==> src/rtl/sakebi_rmii_rx.sv <==
// RMII receive front-end: strips preamble/SFD, assembles LSB-first bytes from
// dibits and hands complete frames to an AXI4-Stream master through a FWFT FIFO.
module sakebi_rmii_rx #(
  parameter int FIFO_DEPTH = 16
) (
  input  logic       i_rmii_REF_CLK,
  input  logic       i_axis_ARESETn,
  input  logic       i_rmii_CRS_DV,
  input  logic [1:0] i_rmii_RXD,
  input  logic       i_rmii_RX_ER,
  output logic       o_axis_TVALID,
  input  logic       i_axis_TREADY,
  output logic [7:0] o_axis_TDATA,
  output logic       o_axis_TLAST,
  output logic       o_axis_TUSER,
  output logic       o_stat_OVERFLOW
);

  localparam int AW = $clog2(FIFO_DEPTH);
  localparam int CW = AW + 1;
  localparam logic [CW-1:0] FULL_CNT = CW'(FIFO_DEPTH);

  typedef enum logic [1:0] {S_IDLE, S_PRE, S_DATA, S_DROP} state_e;

  typedef struct packed {
    logic       user;
    logic       last;
    logic [7:0] data;
  } beat_t;

  state_e        state_q, state_d;
  logic          pre_q, pre_d;
  logic          ferr_q, ferr_d;
  logic          low_q, low_d;
  logic [1:0]    held_q, held_d;
  logic [1:0]    idx_q, idx_d;
  logic [7:0]    sh_q, sh_d;
  logic          pend_vld_q, pend_vld_d;
  beat_t         pend_q, pend_d;
  logic          ovf_q, ovf_d;
  logic [AW-1:0] wr_q, wr_d, rd_q, rd_d;
  logic [CW-1:0] cnt_q, cnt_d;
  beat_t         mem_q [FIFO_DEPTH];

  logic          byte_done, frame_end, eoc;
  logic [7:0]    byte_val, s;
  logic [1:0]    i;
  logic          push, pop, can_push;
  beat_t         push_beat, head;

  always_comb begin
    state_d   = state_q;
    pre_d     = pre_q;
    ferr_d    = ferr_q;
    low_d     = low_q;
    held_d    = held_q;
    idx_d     = idx_q;
    sh_d      = sh_q;
    byte_done = 1'b0;
    byte_val  = 8'h00;
    frame_end = 1'b0;
    s         = sh_q;
    i         = idx_q;
    // carrier ends on the second consecutive low sample
    eoc       = !i_rmii_CRS_DV && low_q;

    unique case (state_q)
      S_IDLE: begin
        low_d = 1'b0;
        if (i_rmii_CRS_DV) begin
          state_d = S_PRE;
          pre_d   = 1'b0;
          ferr_d  = 1'b0;
        end
      end
      S_PRE: begin
        low_d = !i_rmii_CRS_DV;
        if (eoc) state_d = S_IDLE;
        else if (i_rmii_RX_ER) state_d = S_DROP;
        else if (i_rmii_CRS_DV) begin
          unique case (i_rmii_RXD)
            2'b01: pre_d = 1'b1;
            2'b11: begin
              if (pre_q) begin
                state_d = S_DATA;
                idx_d   = 2'd0;
              end else begin
                state_d = S_DROP;
              end
            end
            2'b10: state_d = S_DROP;
            default: ;
          endcase
        end
      end
      S_DATA: begin
        low_d = !i_rmii_CRS_DV;
        if (i_rmii_RX_ER) ferr_d = 1'b1;
        if (eoc) begin
          // dibit parked during the first low cycle is simply forgotten
          frame_end = 1'b1;
          state_d   = S_IDLE;
          if (idx_q != 2'd0) ferr_d = 1'b1;
        end else if (!i_rmii_CRS_DV) begin
          held_d = i_rmii_RXD;
        end else begin
          // a parked toggle-low dibit is committed ahead of the current one
          if (low_q) begin
            s = {held_q, s[7:2]};
            if (i == 2'd3) begin
              byte_done = 1'b1;
              byte_val  = s;
            end
            i = i + 2'd1;
          end
          s = {i_rmii_RXD, s[7:2]};
          if (i == 2'd3) begin
            byte_done = 1'b1;
            byte_val  = s;
          end
          i     = i + 2'd1;
          sh_d  = s;
          idx_d = i;
        end
      end
      S_DROP: begin
        low_d = !i_rmii_CRS_DV;
        if (eoc) state_d = S_IDLE;
      end
      default: state_d = S_IDLE;
    endcase

    pop        = (cnt_q != '0) && i_axis_TREADY;
    can_push   = (cnt_q != FULL_CNT) || pop;
    push       = 1'b0;
    push_beat  = pend_q;
    pend_vld_d = pend_vld_q;
    pend_d     = pend_q;
    ovf_d      = 1'b0;

    if (byte_done) begin
      if (!pend_vld_q) begin
        pend_vld_d  = 1'b1;
        pend_d.user = 1'b0;
        pend_d.last = 1'b0;
        pend_d.data = byte_val;
      end else if (can_push) begin
        push        = 1'b1;
        pend_d.user = 1'b0;
        pend_d.last = 1'b0;
        pend_d.data = byte_val;
      end else begin
        ovf_d  = 1'b1;
        ferr_d = 1'b1;
      end
    end else if (frame_end && pend_vld_q && !pend_q.last) begin
      push_beat.user = ferr_d;
      push_beat.last = 1'b1;
      if (can_push) begin
        push       = 1'b1;
        pend_vld_d = 1'b0;
      end else begin
        pend_d = push_beat;
      end
    end else if (pend_vld_q && pend_q.last && can_push) begin
      // end-of-frame byte left behind by a full FIFO drains here
      push       = 1'b1;
      pend_vld_d = 1'b0;
    end

    wr_d  = push ? wr_q + AW'(1) : wr_q;
    rd_d  = pop  ? rd_q + AW'(1) : rd_q;
    cnt_d = cnt_q;
    if (push && !pop) cnt_d = cnt_q + CW'(1);
    else if (!push && pop) cnt_d = cnt_q - CW'(1);
  end

  always_ff @(posedge i_rmii_REF_CLK or negedge i_axis_ARESETn) begin
    if (!i_axis_ARESETn) begin
      state_q    <= S_IDLE;
      pre_q      <= 1'b0;
      ferr_q     <= 1'b0;
      low_q      <= 1'b0;
      held_q     <= 2'b00;
      idx_q      <= 2'd0;
      sh_q       <= 8'h00;
      pend_vld_q <= 1'b0;
      pend_q     <= '0;
      ovf_q      <= 1'b0;
      wr_q       <= '0;
      rd_q       <= '0;
      cnt_q      <= '0;
    end else begin
      state_q    <= state_d;
      pre_q      <= pre_d;
      ferr_q     <= ferr_d;
      low_q      <= low_d;
      held_q     <= held_d;
      idx_q      <= idx_d;
      sh_q       <= sh_d;
      pend_vld_q <= pend_vld_d;
      pend_q     <= pend_d;
      ovf_q      <= ovf_d;
      wr_q       <= wr_d;
      rd_q       <= rd_d;
      cnt_q      <= cnt_d;
    end
  end

  // storage needs no reset: occupancy is tracked by cnt_q
  always_ff @(posedge i_rmii_REF_CLK) begin
    if (push) mem_q[wr_q] <= push_beat;
  end

  assign head            = mem_q[rd_q];
  assign o_axis_TVALID   = (cnt_q != '0);
  assign o_axis_TDATA    = o_axis_TVALID ? head.data : 8'h00;
  assign o_axis_TLAST    = o_axis_TVALID & head.last;
  assign o_axis_TUSER    = o_axis_TVALID & head.user;
  assign o_stat_OVERFLOW = ovf_q;

endmodule
==> config.mk <==
export PLATFORM = sky130hd
export DESIGN_NAME = sakebi_rmii_rx
export DESIGN_NICKNAME = d
export VERILOG_FILES = /design/src/rtl/sakebi_rmii_rx.sv
export SDC_FILE = /design/constraint.sdc
export NUM_CORES = 1
export LEC_CHECK = 0
export CORE_AREA = 5 5 124 126
export CTS_CLUSTER_SIZE = 20
export DETAILED_ROUTE_END_ITERATION = 8
export DIE_AREA = 0 0 129 131
export PLACE_DENSITY = 0.78
export SETUP_SLACK_MARGIN = 0.05
export SLEW_MARGIN = 30
export SYNTH_ARGS = -nofsm -noshare
export SYNTH_HDL_FRONTEND = slang
export SYNTH_SLANG_ARGS = --single-unit
==> constraint.sdc <==
create_clock -name i_rmii_REF_CLK -period 4.7 [get_ports i_rmii_REF_CLK]
set_input_delay 0.47 -clock i_rmii_REF_CLK [delete_from_list [all_inputs] [get_ports i_rmii_REF_CLK]]
set_output_delay 0.47 -clock i_rmii_REF_CLK [all_outputs]
set_load 0.02 [all_outputs]
# After elaboration in Yosys (flattened, before gate mapping)
# Memory sizes are Yosys's and may differ from the RTL's.
# Cells that the tools add are included.
[word_totals]
register_bits = 42
latchBits = 0
mem_bits_rw = 160
rom_bits = 0
in_bits = 7
out_inout_bits = 12
mem_count = 1
[op_classes]
add_sub_neg = 6
mul = 0
n_div = 0
order_cmp = 0
n_eq_ne = 25
shifts = 0
muxes = 74
n_bitwise = 4
reduce_logical = 31
[memory_table]
columns = ["name", "depth", "word_bits", "rd", "rd_clocked_by_memory_dff", "wr", "line_no", "rtl"]
rows = [
  ["mem_q", 16, 10, 1, 0, 1, "43", "beat_t mem_q [FIFO_DEPTH];"],
]
[ops]
columns = ["cell", "count"]
rows = [
  ["8-bit two-way mux", 8],
  ["10-bit two-way mux", 5],
  ["2-bit two-way mux", 18],
  ["1-bit two-way mux", 35],
  ["2-bit inequality test (second input constant)", 9],
  ["2-bit == test (second input constant)", 6],
  ["5-bit two-way mux", 2],
  ["2-bit nonzero test", 5],
  ["3-bit AND reduction", 3],
  ["4-bit by 1-bit adder with 4-bit output (second input constant)", 2],
  ["1-bit logical AND", 8],
  ["2-bit case mux with 2 select lines", 2],
  ["8-bit AND reduction", 1],
  ["2-bit by 1-bit inequality test with 1-bit output (second input constant)", 3],
  ["1-bit case mux with 2 select lines", 3],
  ["2-bit case mux with 3 select lines", 1],
  ["6-bit AND reduction", 1],
  ["5-bit by 1-bit adder with 5-bit output (second input constant)", 1],
  ["5-bit by 4-bit inequality test with 1-bit output (second input constant)", 1],
  ["5-bit inequality test (second input constant)", 1],
  ["5-bit nonzero test", 1],
  ["5-bit by 1-bit subtractor with 5-bit output (second input constant)", 1],
  ["2-bit by 1-bit adder with 2-bit output (second input constant)", 2],
  ["2-bit by 1-bit == test with 1-bit output (second input constant)", 2],
  ["13 further kinds", 19],
]

# Longest topological paths before layout
# Gate-level depths: netlist (run 1).
[logic_depth]
depth_word = 15
depth_mapped = 17

# Least setup slack after synthesis (run 1)
# Ideal clock, no wire load.
[synth_path]
path_kind = "reg2reg"
from = "register low_q"
to = "memory mem_q[0][0] (netlist bit) (enable)"
setup_ns = 0.407
arrival_time_ns = 2.929
setup_slack_ns = 1.364
path_stages_with_launch = 10
n_path_buf = 3
period_less_slack_ns = 3.336
cell_sequence = "dfrtp_1 buf_4 clkbuf_1 xor2_1 ha_1 buf_2 a21oi_1 o221ai_1 nand3_1 nor4b_1"
[synth_between]
elab_chain_len = 12
word_cells_on_any_way = 19
classes_between = "1 x eq/ne; 15 x mux; 3 x reduce/logical"
[synth_rtl]
columns = ["element", "line_no", "rtl"]
rows = [
  ["start, declared", "34", "logic low_q, low_d;"],
  ["start signal, assigned", "197", "low_q <= low_d;"],
  ["2-bit two-way mux", "108", "if (low_q) begin"],
  ["2-bit two-way mux", "104", "end else if (!i_rmii_CRS_DV) begin"],
  ["2-bit two-way mux", "99", "if (eoc) begin"],
  ["2-bit two-way mux", "67", "unique case (state_q)"],
  ["2-bit == test", "117", "if (i == 2'd3) begin"],
  ["1-bit two-way mux", "117", ""],
  ["1-bit two-way mux", "104", ""],
  ["1-bit two-way mux", "99", ""],
  ["1-bit two-way mux", "67", ""],
  ["1-bit two-way mux (*)", "141", "if (byte_done) begin"],
  ["1-bit two-way mux (*)", "212", "if (push) mem_q[wr_q] <= push_beat;"],
  ["1-bit two-way mux (implied by the code) (*)", "212", ""],
  ["end, declared", "43", ""],
]
# Every way passes the cells marked *; elsewhere a longest branch is shown, timed or not. The select of a mux whose other input is x is not followed.

# Worst setup path in the final report (run 1)
[layout_path]
from = "register low_q"
to = "register cnt_q[4]"
[layout_between]
elab_chain_len = 13
word_cells_on_any_way = 22
classes_between = "1 x eq/ne; 14 x mux; 7 x reduce/logical"
[layout_rtl]
columns = ["element", "line_no", "rtl"]
rows = [
  ["2-bit two-way mux", "108", ""],
  ["2-bit two-way mux", "104", ""],
  ["2-bit two-way mux", "99", ""],
  ["2-bit two-way mux", "67", ""],
  ["2-bit == test", "117", ""],
  ["1-bit two-way mux", "117", ""],
  ["1-bit two-way mux", "104", ""],
  ["1-bit two-way mux", "99", ""],
  ["1-bit two-way mux", "67", ""],
  ["1-bit two-way mux (*)", "141", ""],
  ["named net push", "48", "logic push, pop, can_push;"],
  ["1-bit logical NOT", "175", "else if (!push && pop) cnt_d = cnt_q - CW'(1);"],
  ["1-bit logical AND", "175", ""],
  ["2-bit nonzero test (no source line)", "n/a", ""],
  ["end signal, assigned", "206", "cnt_q <= cnt_d;"],
  ["end, declared", "42", "logic [CW-1:0] cnt_q, cnt_d;"],
]
# Mark *: on every way through the listed nets, which the timed path passes. The rest lies on a longest branch. The select of a mux whose other input is x is not followed.
# A chain may end at the register's enable or synchronous reset.

==> results of run 1 <==
[metal layers]
| metal | share of wire | GRT usage |
|---|---|---|
| met3 | 0.053 | 0.0402 |
| met1 | 0.41 | 0.279 |
| met5 | 0 | 0 |
| met2 | 0.52 | 0.361 |
| met4 | 0.016 | 0.0649 |
[cell type report]
| cell class | instances | area [um2] |
|---|---|---|
| multi-input combinational | 265 | 2510 |
| sequential | 200 | 5810 |
| timing repair buffer | 35 | 305 |
| clock buffer | 21 | 470 |
| inverter | 13 | 48.8 |
| tap | 184 | 230 |
| fill | 939 | 4640 |
| clock inverter | 11 | 193 |
[power by group through the flow]
stage               Sequential, mW  Combinational (mW)  Clock, mW
floorplan                     2.48                1.42          0
finish                        2.77                1.70       1.60
global placement              2.78                1.62          0
global route                  2.84                1.84       1.69
CTS                           2.78                1.71       1.61
detailed placement            2.81                1.68          0
[cell families (layout without fill, tap and decap cells)]
logic type / count (synthesis) / in the layout / synth area share
xor gates and xnor gates: 10 / 10 / 0.0103
and+or+nand+nor: 98 / 98 / 0.0647
muxes: 75 / 75 / 0.150
AOI/OAI and AO/OA: 68 / 68 / 0.0470
adders and majority gates: 14 / 14 / 0.0215
DFF: 200 / 200 / 0.684
buffers and inverters: 40 / 80 / 0.0225
[registers in the layout, indices dropped and copies added (netlist names)]
signal / cells
idx_q: 2
wr_q: 4
state_q: 2
ferr_q: 1
pre_q: 1
rd_q: 4
o_stat_OVERFLOW: 1
pend_vld_q: 1
held_q: 2
pend_q: 10
low_q: 1
cnt_q: 5
mem_q: 160
sh_q: 6
[cells in the final DEF (no fill, tap or decap), types with 2 or more instances in the layout]
| cell | instances |
|---|---|
| sky130_fd_sc_hd__o221ai_1 | 2 |
| sky130_fd_sc_hd__nor4b_2 | 4 |
| sky130_fd_sc_hd__o2111ai_1 | 2 |
| sky130_fd_sc_hd__a21oi_1 | 24 |
| sky130_fd_sc_hd__o21ai_0 | 20 |
| sky130_fd_sc_hd__nand3_1 | 12 |
| sky130_fd_sc_hd__nor2b_1 | 6 |
| sky130_fd_sc_hd__inv_1 | 12 |
| sky130_fd_sc_hd__mux4_2 | 40 |
| sky130_fd_sc_hd__buf_4 | 18 |
| sky130_fd_sc_hd__clkbuf_8 | 3 |
| sky130_fd_sc_hd__nand2_1 | 27 |
| sky130_fd_sc_hd__dfrtp_1 | 38 |
| sky130_fd_sc_hd__or3_1 | 3 |
| sky130_fd_sc_hd__dfrtp_2 | 2 |
| sky130_fd_sc_hd__clkbuf_16 | 17 |
| sky130_fd_sc_hd__mux2i_1 | 17 |
| sky130_fd_sc_hd__clkinvlp_4 | 2 |
| sky130_fd_sc_hd__and3_1 | 2 |
| sky130_fd_sc_hd__xor2_1 | 2 |
| sky130_fd_sc_hd__mux2_2 | 16 |
| sky130_fd_sc_hd__clkinv_2 | 2 |
| sky130_fd_sc_hd__nor3_1 | 6 |
| sky130_fd_sc_hd__mux2_1 | 2 |
| sky130_fd_sc_hd__nor2_1 | 18 |
| sky130_fd_sc_hd__a22o_1 | 2 |
| sky130_fd_sc_hd__edfxtp_1 | 160 |
| sky130_fd_sc_hd__clkdlybuf4s50_1 | 17 |
| sky130_fd_sc_hd__o21ai_1 | 7 |
| sky130_fd_sc_hd__bufinv_16 | 5 |
| sky130_fd_sc_hd__ha_1 | 13 |
| sky130_fd_sc_hd__and4b_1 | 4 |
| sky130_fd_sc_hd__a21o_1 | 3 |
| sky130_fd_sc_hd__nand2b_1 | 6 |
| sky130_fd_sc_hd__xnor2_1 | 8 |
[stage by stage]
step	util	std cells
3_3_place_gp	0.626	697
5_1_grt	0.674	729
2_1_floorplan	-	505
3_5_place_dp	0.626	697
4_1_cts	0.673	729
6_report	0.674	729
[how the worst max path moves through the flow]
stage / from / to / cells after the start
global placement: i_rmii_CRS_DV / cnt_q[4] / 13
CTS: low_q / cnt_q[4] / 14
detailed placement: i_rmii_CRS_DV / cnt_q[4] / 13
floorplan: low_q / mem_q[0][0] / 9
finish: low_q / cnt_q[4] / 14
global route: low_q / cnt_q[4] / 14
[worst reg2reg max path, cell delays in order (launching register included)]
cell,delay [ps]
sky130_fd_sc_hd__dfrtp_1,750
sky130_fd_sc_hd__o21ai_0,220
sky130_fd_sc_hd__ha_1,350
sky130_fd_sc_hd__a21oi_1,380
sky130_fd_sc_hd__o221ai_1,240
sky130_fd_sc_hd__nand3_1,140
sky130_fd_sc_hd__buf_4,200
sky130_fd_sc_hd__inv_2,100
sky130_fd_sc_hd__ha_1,280
sky130_fd_sc_hd__inv_1,170
sky130_fd_sc_hd__ha_1,270
sky130_fd_sc_hd__nor2b_1,160
sky130_fd_sc_hd__o21a_1,210
sky130_fd_sc_hd__o2111ai_1,240
sky130_fd_sc_hd__o311ai_0,180
==> flow_metrics.py, run 1 <==
metrics = {
    "run_status": {
        "outcome": "finished, violations left",
        "violations": "hold timing",
    },
    "worst_setup_path": {
        "r2r-start": "low_q",
        "setup.reg_to_reg.worst_slack_ps": 660,
        "worst-endpoint-required_ps": 4970,
        "worstPathCellList": "o21ai_0 > ha_1 > a21oi_1 > o221ai_1 > nand3_1 > buf_4 > inv_2 > ha_1 > inv_1 > ha_1 > nor2b_1 > o21a_1 > o2111ai_1 > o311ai_0",
        "cp-start-kind": "flop",
        "crit_path_category": "flop to flop",
        "crit-reg2reg-capture": "cnt_q[4]",
        "path_max_fanout": 20,
        "timing.critical_path.mode_cell": "sky130_fd_sc_hd__ha_1",
        "timing.critical_path.arrival_ps": 4310,
        "path_depth_of_the_worst_reg2reg_path": 14,
        "timing.critical_path.max_delay_family": "compound AO/OA/AOI/OAI gates",
        "endpoint_class_of_the_critical_path": "flop",
        "crit_buf_inv": 3,
        "cp_slowest_stage_delay_ps": 750,
        "cpMaxStageDelayCell": "sky130_fd_sc_hd__dfrtp_1",
    },
    "floorplanning": {
        "core_area_um2": 14200,
        "die-area_um2": 16900,
        "dieHeight_um": 131,
        "initial_core_util": 0.598,
        "boundary_pins": 19,
        "rows": 44,
        "die_width_um": 129,
    },
    "yosys": {
        "mappedNetlistArea_um2": 8490,
        "synth.ff_latch_count": 200,
        "synth_common_cells": "160 x sky130_fd_sc_hd__edfxtp_1, 40 x sky130_fd_sc_hd__dfrtp_1, 40 x sky130_fd_sc_hd__mux4_2",
        "cell_with_the_most_instances_after_synthesis": "sky130_fd_sc_hd__edfxtp_1",
        "top_cells_by_area_in_the_synthesized_netlist": "sky130_fd_sc_hd__edfxtp_1 57%, sky130_fd_sc_hd__dfrtp_1 12%, sky130_fd_sc_hd__mux4_2 11%",
        "synth-edff-count": 160,
        "synth_async_sr_flop_share": 0.200,
        "postSynth.topFlopCell": "sky130_fd_sc_hd__edfxtp_1",
        "yosysWarnings": 0,
        "post_synth_num_cell_types": 53,
        "synthesis.area_per_instance_um2": 16.8,
        "cell_taking_the_most_area_after_synthesis": "sky130_fd_sc_hd__edfxtp_1",
        "yosys.area.top_type_share": 0.566,
        "syn-instance-count": 505,
        "synth-seq-area-share": 0.684,
        "syn_nets": 526,
    },
    "cts": {
        "cts.htree.levels": 4,
        "post_cts.repair.setup_buffers": 0,
        "tritoncts": "done",
        "cts_resized": 0,
        "cts-buffers-inserted": 17,
        "clk_pin_slew_worst_paths_ps": 70,
        "clock_insertion_delay_worst_skew_ps": 430,
        "clock_sink_count": 200,
        "clk_path_buf_depth": 2,
        "post_cts_hold_buffer_count": 0,
        "ctsRootBufferMaster": "sky130_fd_sc_hd__clkbuf_16",
    },
    "sta": {
        "max_freq_mhz": 248,
        "timing.final.crit_period_ps": 4040,
        "slew_viol_final": 0,
        "timing.hold.ws_ps": -0.834,
        "tightest_slew_ps": 856,
        "totalNegativeSetupSlack_ps": 0,
        "timing.final.ws_setup_ps": 662,
        "unrepaired_setup_endpoints_after_global_routing": "no",
        "timing_hold_violations_final": 6,
        "final.period_utilization": 0.859,
        "max-slew-margin-rel": 0.429,
        "worst_clock_skew_ps": 9.73,
        "count_of_endpoints_failing_setup_in_the_final_report": 0,
    },
    "drt": {
        "viasPerCell": 6.24,
        "finalWirelength_mm": 16.6,
        "detailroute.via_count": 4552,
        "route.detailed.drc": 0,
        "route.antenna.remaining_nets": 0,
        "initialDrtViolationCount": 486,
        "drt_first_pass_iters": 5,
        "wire_per_inst_um": 22.8,
    },
    "layout": {
        "layout.nets": 553,
        "diodes": 0,
        "area.growth.synth_to_final_pct": 12.7,
        "design_area_um2": 9570,
        "layout-drive-gt1-share": 0.217,
    },
    "power_and_ir_drop": {
        "power.sequential.fraction": 0.457,
        "power.total_mw": 6.07,
        "power_switching_mw": 1.93,
        "pwr-share-clk": 0.263,
        "power_frac_comb": 0.280,
        "switching_share": 0.318,
        "internal-power_mw": 4.14,
        "static-leakage-power_nw": 3.33,
        "power_density_nw_per_um2": 635,
        "vdd.ir_drop.worst_uv": 364,
    },
    "placement": {
        "routabilityCongestion": 0.804,
        "detailed_place_hpwl_mm": 10.3,
        "postPlaceCellArea_um2": 8890,
        "port_buffers": 18,
        "post-place-ws_ps": 563,
    },
    "hold_path": {
        "holdCritPathClass": "input pin to asynchronous set/reset pin",
    },
    "global_routing": {
        "grt_max_degree": 41,
        "first_global_vias": 4617,
        "initial_antenna_violation_count": 0,
        "sum_of_overflow_across_all_layers_after_global_routing": 0,
        "grt_pass1_wl_mm": 26.1,
        "grt.total_usage": 0.211,
    },
    "job": {
        "cap_violations": 0,
    },
}
Note: power is estimated with default switching activity, not from simulation.
==> inputs of run 2 (changes only) <==
--- a/config.mk
+++ b/config.mk
@@ -5,10 +5,10 @@
 export SDC_FILE = /design/constraint.sdc
 export NUM_CORES = 1
 export LEC_CHECK = 0
-export CORE_AREA = 5 5 124 126
+export CORE_AREA = 2 2 121 123
 export CTS_CLUSTER_SIZE = 20
 export DETAILED_ROUTE_END_ITERATION = 8
-export DIE_AREA = 0 0 129 131
+export DIE_AREA = 0 0 123 125
 export PLACE_DENSITY = 0.78
 export SETUP_SLACK_MARGIN = 0.05
 export SLEW_MARGIN = 30
==> run 2 against run 1 <==
  * The run now ends clean
  * Sequential share of layout area rose by 0.18 points
  * Clock power fell by 3%
  * Die area fell by 9.0%
  * Non-clock buffer count did not move
  * Highest routed layer unchanged
==> flow_metrics.py, run 2 (synthesis gave the netlist of run 1 again) <==
metrics = {
    "drt": {
        "dr_wl_met3_um": 872,
        "route.detailed.drc": 0,
        "drt_first_pass_iters": 4,
        "viasPerCell": 6.26,
        "detailroute.via_count": 4562,
        "initialDrtViolationCount": 501,
        "uppermost_metal_layer_occupied_by_signal_nets": "met4",
        "met2_wirelength_mm": 8.36,
        "finalWirelength_mm": 16.5,
        "m1WireLength_mm": 6.87,
        "wire_per_inst_um": 22.7,
        "route.antenna.remaining_nets": 0,
    },
    "worst_setup_path": {
        "endpoint_class_of_the_critical_path": "flop",
        "path_max_fanout": 20,
        "r2r-start": "low_q",
        "worst-endpoint-required_ps": 4990,
        "timing.critical_path.arrival_ps": 4310,
        "crit_path_category": "flop to flop",
        "crit-reg2reg-capture": "cnt_q[4]",
        "path_depth_of_the_worst_reg2reg_path": 13,
        "cp-start-kind": "flop",
        "setup.reg_to_reg.worst_slack_ps": 680,
    },
    "sta": {
        "worst_clock_skew_ps": 10.1,
        "timing.final.crit_period_ps": 4020,
        "max_freq_mhz": 249,
        "final.period_utilization": 0.855,
        "timing_hold_violations_final": 0,
        "tightest_slew_ps": 859,
        "count_of_endpoints_failing_setup_in_the_final_report": 0,
        "unrepaired_setup_endpoints_after_global_routing": "no",
        "totalNegativeSetupSlack_ps": 0,
        "timing.final.ws_setup_ps": 680,
        "slew_viol_final": 0,
        "max-slew-margin-rel": 0.427,
    },
    "placement": {
        "routabilityCongestion": 0.843,
        "post-place-ws_ps": 512,
        "detailed_place_hpwl_mm": 10.1,
        "port_buffers": 18,
    },
    "layout": {
        "mostFrequentLayoutCell": "sky130_fd_sc_hd__edfxtp_1",
        "layout-drive-gt1-share": 0.211,
        "fillCellCount": 927,
        "diodes": 0,
        "seq_area_um2": 5810,
        "area.growth.synth_to_final_pct": 12.4,
        "most-common-layout-cells": "160 x sky130_fd_sc_hd__edfxtp_1, 40 x sky130_fd_sc_hd__mux4_2, 38 x sky130_fd_sc_hd__dfrtp_1, 27 x sky130_fd_sc_hd__nand2_1, 24 x sky130_fd_sc_hd__a21oi_1",
        "layout.nets": 553,
        "largest_register_ff_count": 160,
        "reg_top3": "mem_q (160), pend_q (10), sh_q (6)",
        "registers.top_by_ff_count": "mem_q",
        "multiInputGateArea_um2": 2510,
    },
    "cts": {
        "clock_insertion_delay_worst_skew_ps": 440,
        "clk_path_buf_depth": 2,
        "clock_sink_count": 200,
        "clk_pin_slew_worst_paths_ps": 70,
        "cts_resized": 0,
        "tritoncts": "done",
        "post_cts_hold_buffer_count": 0,
        "ctsRootBufferMaster": "sky130_fd_sc_hd__clkbuf_16",
        "cts.htree.levels": 4,
        "post_cts.repair.setup_buffers": 0,
        "cts-buffers-inserted": 17,
    },
    "power_and_ir_drop": {
        "power_density_nw_per_um2": 635,
        "power_frac_comb": 0.284,
        "internal-power_mw": 4.09,
        "pwr-share-clk": 0.258,
        "switching_share": 0.324,
        "power.sequential.fraction": 0.458,
        "vdd.ir_drop.worst_uv": 314,
        "power_switching_mw": 1.96,
        "static-leakage-power_nw": 3.31,
    },
    "floorplanning": {
        "dieHeight_um": 125,
        "rows": 44,
        "initial_core_util": 0.598,
        "die_width_um": 123,
        "boundary_pins": 19,
        "core_area_um2": 14200,
        "die-area_um2": 15400,
    },
    "global_routing": {
        "sum_of_overflow_across_all_layers_after_global_routing": 0,
        "grt_pass1_wl_mm": 26.2,
        "initial_antenna_violation_count": 0,
        "first_global_vias": 4731,
        "grt_max_degree": 41,
        "grt.total_usage": 0.235,
    },
    "job": {
        "cap_violations": 0,
    },
    "hold_path": {
        "holdCritPathClass": "input pin to asynchronous set/reset pin",
    },
    "run_status": {
        "outcome": "finished, final reports clean",
    },
}
-- run 2: final cells by class --
cell class | count | area share
sequential | 200 | 0.609
multi-input combinational | 265 | 0.263
clock buffer | 19 | 0.0454
timing repair buffer | 35 | 0.0320
tap | 184 | 0.0241
clock inverter | 13 | 0.0212
inverter | 13 | 0.00511
-- run 2: power by group through the flow --
stage,Sequential [mW],Combinational [mW],Clock (mW)
after floorplan,2.48,1.42,0
after global placement,2.77,1.62,0
after detailed placement,2.81,1.69,0
after CTS,2.78,1.72,1.57
after global routing,2.84,1.85,1.64
final,2.77,1.72,1.56
-- run 2: worst max-delay path by stage --
stage	cells past startpoint	endpoint	startpoint
global placement	13	cnt_q[4]	i_rmii_CRS_DV
floorplan	9	mem_q[0][0]	low_q
detailed placement	12	cnt_q[4]	i_rmii_CRS_DV
global route	14	cnt_q[4]	low_q
CTS	14	cnt_q[4]	low_q
finish	13	cnt_q[4]	low_q
-- run 2: worst max-delay path, stage by stage (launching register included) --
cell and delay, ps:
sky130_fd_sc_hd__dfrtp_1 760, sky130_fd_sc_hd__o21ai_0 200, sky130_fd_sc_hd__ha_1 350, sky130_fd_sc_hd__a21oi_1 350
sky130_fd_sc_hd__o221ai_1 220, sky130_fd_sc_hd__nand3_1 140, sky130_fd_sc_hd__buf_4 210, sky130_fd_sc_hd__inv_2 100
sky130_fd_sc_hd__ha_1 290, sky130_fd_sc_hd__inv_1 180, sky130_fd_sc_hd__ha_1 280, sky130_fd_sc_hd__nor2b_1 170
sky130_fd_sc_hd__o21a_1 200, sky130_fd_sc_hd__o311ai_0 430
-- run 2: routing by layer --
layer | global-route usage | up-vias
met1 | 0.320 | 2348
met3 | 0.0616 | 34
li1 | - | 2020
met2 | 0.370 | 160
met4 | 0.0896 | 0
met5 | 0 | -
-- run 2: per-stage QoR --
step | utilization | instances | total power [mW] | instance area [um2] | hold slack [ps]
2_1_floorplan | - | 505 | 3.90 | 8490 | 174
3_3_place_gp | 0.626 | 697 | 4.40 | 8890 | 473
3_5_place_dp | 0.626 | 697 | 4.50 | 8890 | 478
4_1_cts | 0.671 | 729 | 6.07 | 9530 | 181
5_1_grt | 0.672 | 729 | 6.33 | 9540 | 36.9
6_report | 0.672 | 729 | 6.05 | 9540 | 0.697
==> inputs of run 3 (changes only) <==
--- a/config.mk
+++ b/config.mk
@@ -9,6 +9,7 @@
 export CTS_CLUSTER_SIZE = 20
 export DETAILED_ROUTE_END_ITERATION = 8
 export DIE_AREA = 0 0 123 125
+export GPL_ROUTABILITY_DRIVEN = 0
 export PLACE_DENSITY = 0.78
 export SETUP_SLACK_MARGIN = 0.05
 export SLEW_MARGIN = 30
==> results of run 3 <==
Same layout as run 2: the final DEF is identical, and so are final timing and power.
==> RTL edit: new RTL, flow settings as in run 2 <==
Re-encode `state_e` (4 states) as one-hot, 4 bits wide.
--- a/src/rtl/sakebi_rmii_rx.sv
+++ b/src/rtl/sakebi_rmii_rx.sv
@@ -20,7 +20,7 @@
   localparam int CW = AW + 1;
   localparam logic [CW-1:0] FULL_CNT = CW'(FIFO_DEPTH);
 
-  typedef enum logic [1:0] {S_IDLE, S_PRE, S_DATA, S_DROP} state_e;
+  typedef enum logic [3:0] {S_IDLE = 4'b0001, S_PRE = 4'b0010, S_DATA = 4'b0100, S_DROP = 4'b1000} state_e;
 
   typedef struct packed {
     logic       user;
Check against the original RTL: no difference found for any inputs over 10 cycles, from zero or initial values and one cycle with i_axis_ARESETn low; not proved beyond that.
==> RTL edit against run 2 <==
  * Design area increased by 1.2%
  * Sequential cell count increased by 2
  * Setup slack improved by 140 ps
  * Critical path type unchanged
  * The run now ends with negative hold slack left
  * Count of clock-buffer cells in the layout up 13
  * Synthesized cell count grew 0.79%
  * Largest cell class unchanged
  * Routed wire length fell by 4.4%
  * Critical endpoint unchanged
  * Synthesized area up 1.3%
Power is not compared: it rests on default switching activity, and its combinational part moved more than twofold at a synthesized area within 25%.
==> RTL edit: results (changes against run 2) <==
* Largest regs: mem_q: 160 flops, pend_q: 10 flops, sh_q: 6 flops
* Top cells by count, synth: edfxtp_1 (160), nand2_1 (44), dfrtp_1 (41)
* Post-synth net total at 530 (+0.76%)
* Crit path max fanout at 17 (-15%)
* Worst skew pair latency at 490 ps (+50 ps)
* FILL cells at 920 (-0.76%)
* Final GP Congestion at 0.7873 (-6.6%)
* Top cells by area, synth: edfxtp_1 (56%), dfrtp_1 (12%), mux4_2 (10%)
* Post-DP HPWL at 10020 um (-0.42%)
* DRT Wirelength at 15810 um (-4.4%)
* CTS max path bufs at 3 (+1)
* CTS Buf Count at 21 (+4)
* Failing checks: negative hold slack
* Status: complete, but fails checks
* Final Hold Viols at 41 (+41)
* Nets at 559 (+1.1%)
* Area post-placement at 8986 sq um (+1.0%)
* Critical path's largest stage delay at 680 ps (-80 ps)
* GRT Total Usage at 21.74% (-1.8 points)
* Clock skew at 12.45 ps (+2.373 ps)
* Top reg by flops: mem_q
* Worst Path Arrival at 4280 ps (-30 ps)
* Number of port buffers at 18 (unchanged)
* Vias in the first global route at 4533 (-4.2%)
* CTS H-Tree Depth at 1 (-3)
* Synth cell types at 60 (+13%)
* Layout cells sized above 1 at 22.42% (+1.3 points)
* Hold_ws at -35.53 ps (-36.22 ps)
* Post-synthesis sequential area ratio at 68.09% (-0.30 points)
* Global-route wire length before repair at 25210 um (-3.9%)
* Antenna violations before repair at 0 (unchanged)
* Synth async-reset ratio at 20.79% (+0.79 points)
* Pin count of the biggest net entering global routing at 43 (+4.9%)
* Worst slew pin tran at 925.7 ps (+66.32 ps)
* DR vias at 4447 (-2.5%)
* Starting DRT DRC Count at 434 (-13%)
==> RTL edit: worst max-delay path, delay by kind of cell (launching register included) <==
family	cells	cell delay, ps
compound gates	5	1310
fa+ha+maj	4	1120
flops	1	420
buf+inv	3	320
simple gates	2	240
mux	1	240
xor+xnor	1	140
==> RTL edit: stage by stage <==
stage          utilization, %  std cells  setup WS [ps]
2_1_floorplan               -        509           1356
3_3_place_gp            63.27        699          953.3
3_5_place_dp            63.27        699          792.1
4_1_cts                 67.97        737          807.2
5_1_grt                 67.99        737          476.0
6_report                67.99        737          822.5
==> RTL edit: layout make-up <==
| class | instances | share of cell area [%] |
|---|---|---|
| repair buffers | 35 | 3.161 |
| well taps | 184 | 2.384 |
| clock inverters | 6 | 0.6349 |
| flip-flops and latches | 202 | 60.66 |
| inverters | 12 | 0.4924 |
| multi-input cells | 266 | 26.38 |
| clock buffers | 32 | 6.284 |
==> RTL edit: metal layers <==
layer	GRT usage, %	wire [um]	share of wire [%]	vias up
li1	-	-	-	2028
met1	30.89	6508	41	2282
met2	36.11	8222	52	119
met3	3.467	872	5.5	18
met4	4.746	202	1.3	0
met5	0	0	0	-
==> RTL edit: worst paths after layout <==
kind	startpoint	slack [ps]	endpoint	cells past startpoint
setup / recovery	idx_q[0]	820	cnt_q[4]	16
hold / removal	i_axis_ARESETn	-40	pend_q[4]	1
setup reg to reg	idx_q[0]	820	cnt_q[4]	16
hold reg to reg	sh_q[2]	480	sh_q[2]	2
max in group asynchronous	i_axis_ARESETn	4350	rd_q[0]	1
min in group i_rmii_REF_CLK	sh_q[2]	480	sh_q[2]	2
==> RTL edit: logic make-up (layout without fill, tap and decap cells) <==
group | after synthesis | after routing | synth area share [%]
adders and majority gates | 14 | 14 | 2.124
AOI/OAI and AO/OA | 57 | 57 | 4.044
and+or+nand+nor | 105 | 105 | 7.200
muxes | 78 | 78 | 15.03
buffers and inverters | 41 | 85 | 2.298
DFF | 202 | 202 | 68.09
xor gates and xnor gates | 12 | 12 | 1.222
==> RTL edit: power breakdown <==
| part | switching, mW | internal, mW | total (mW) |
|---|---|---|---|
| registers | 0.0502 | 1.93 | 1.98 |
| logic | 0.0794 | 0.0775 | 0.157 |
| clock network | 0.635 | 0.946 | 1.58 |
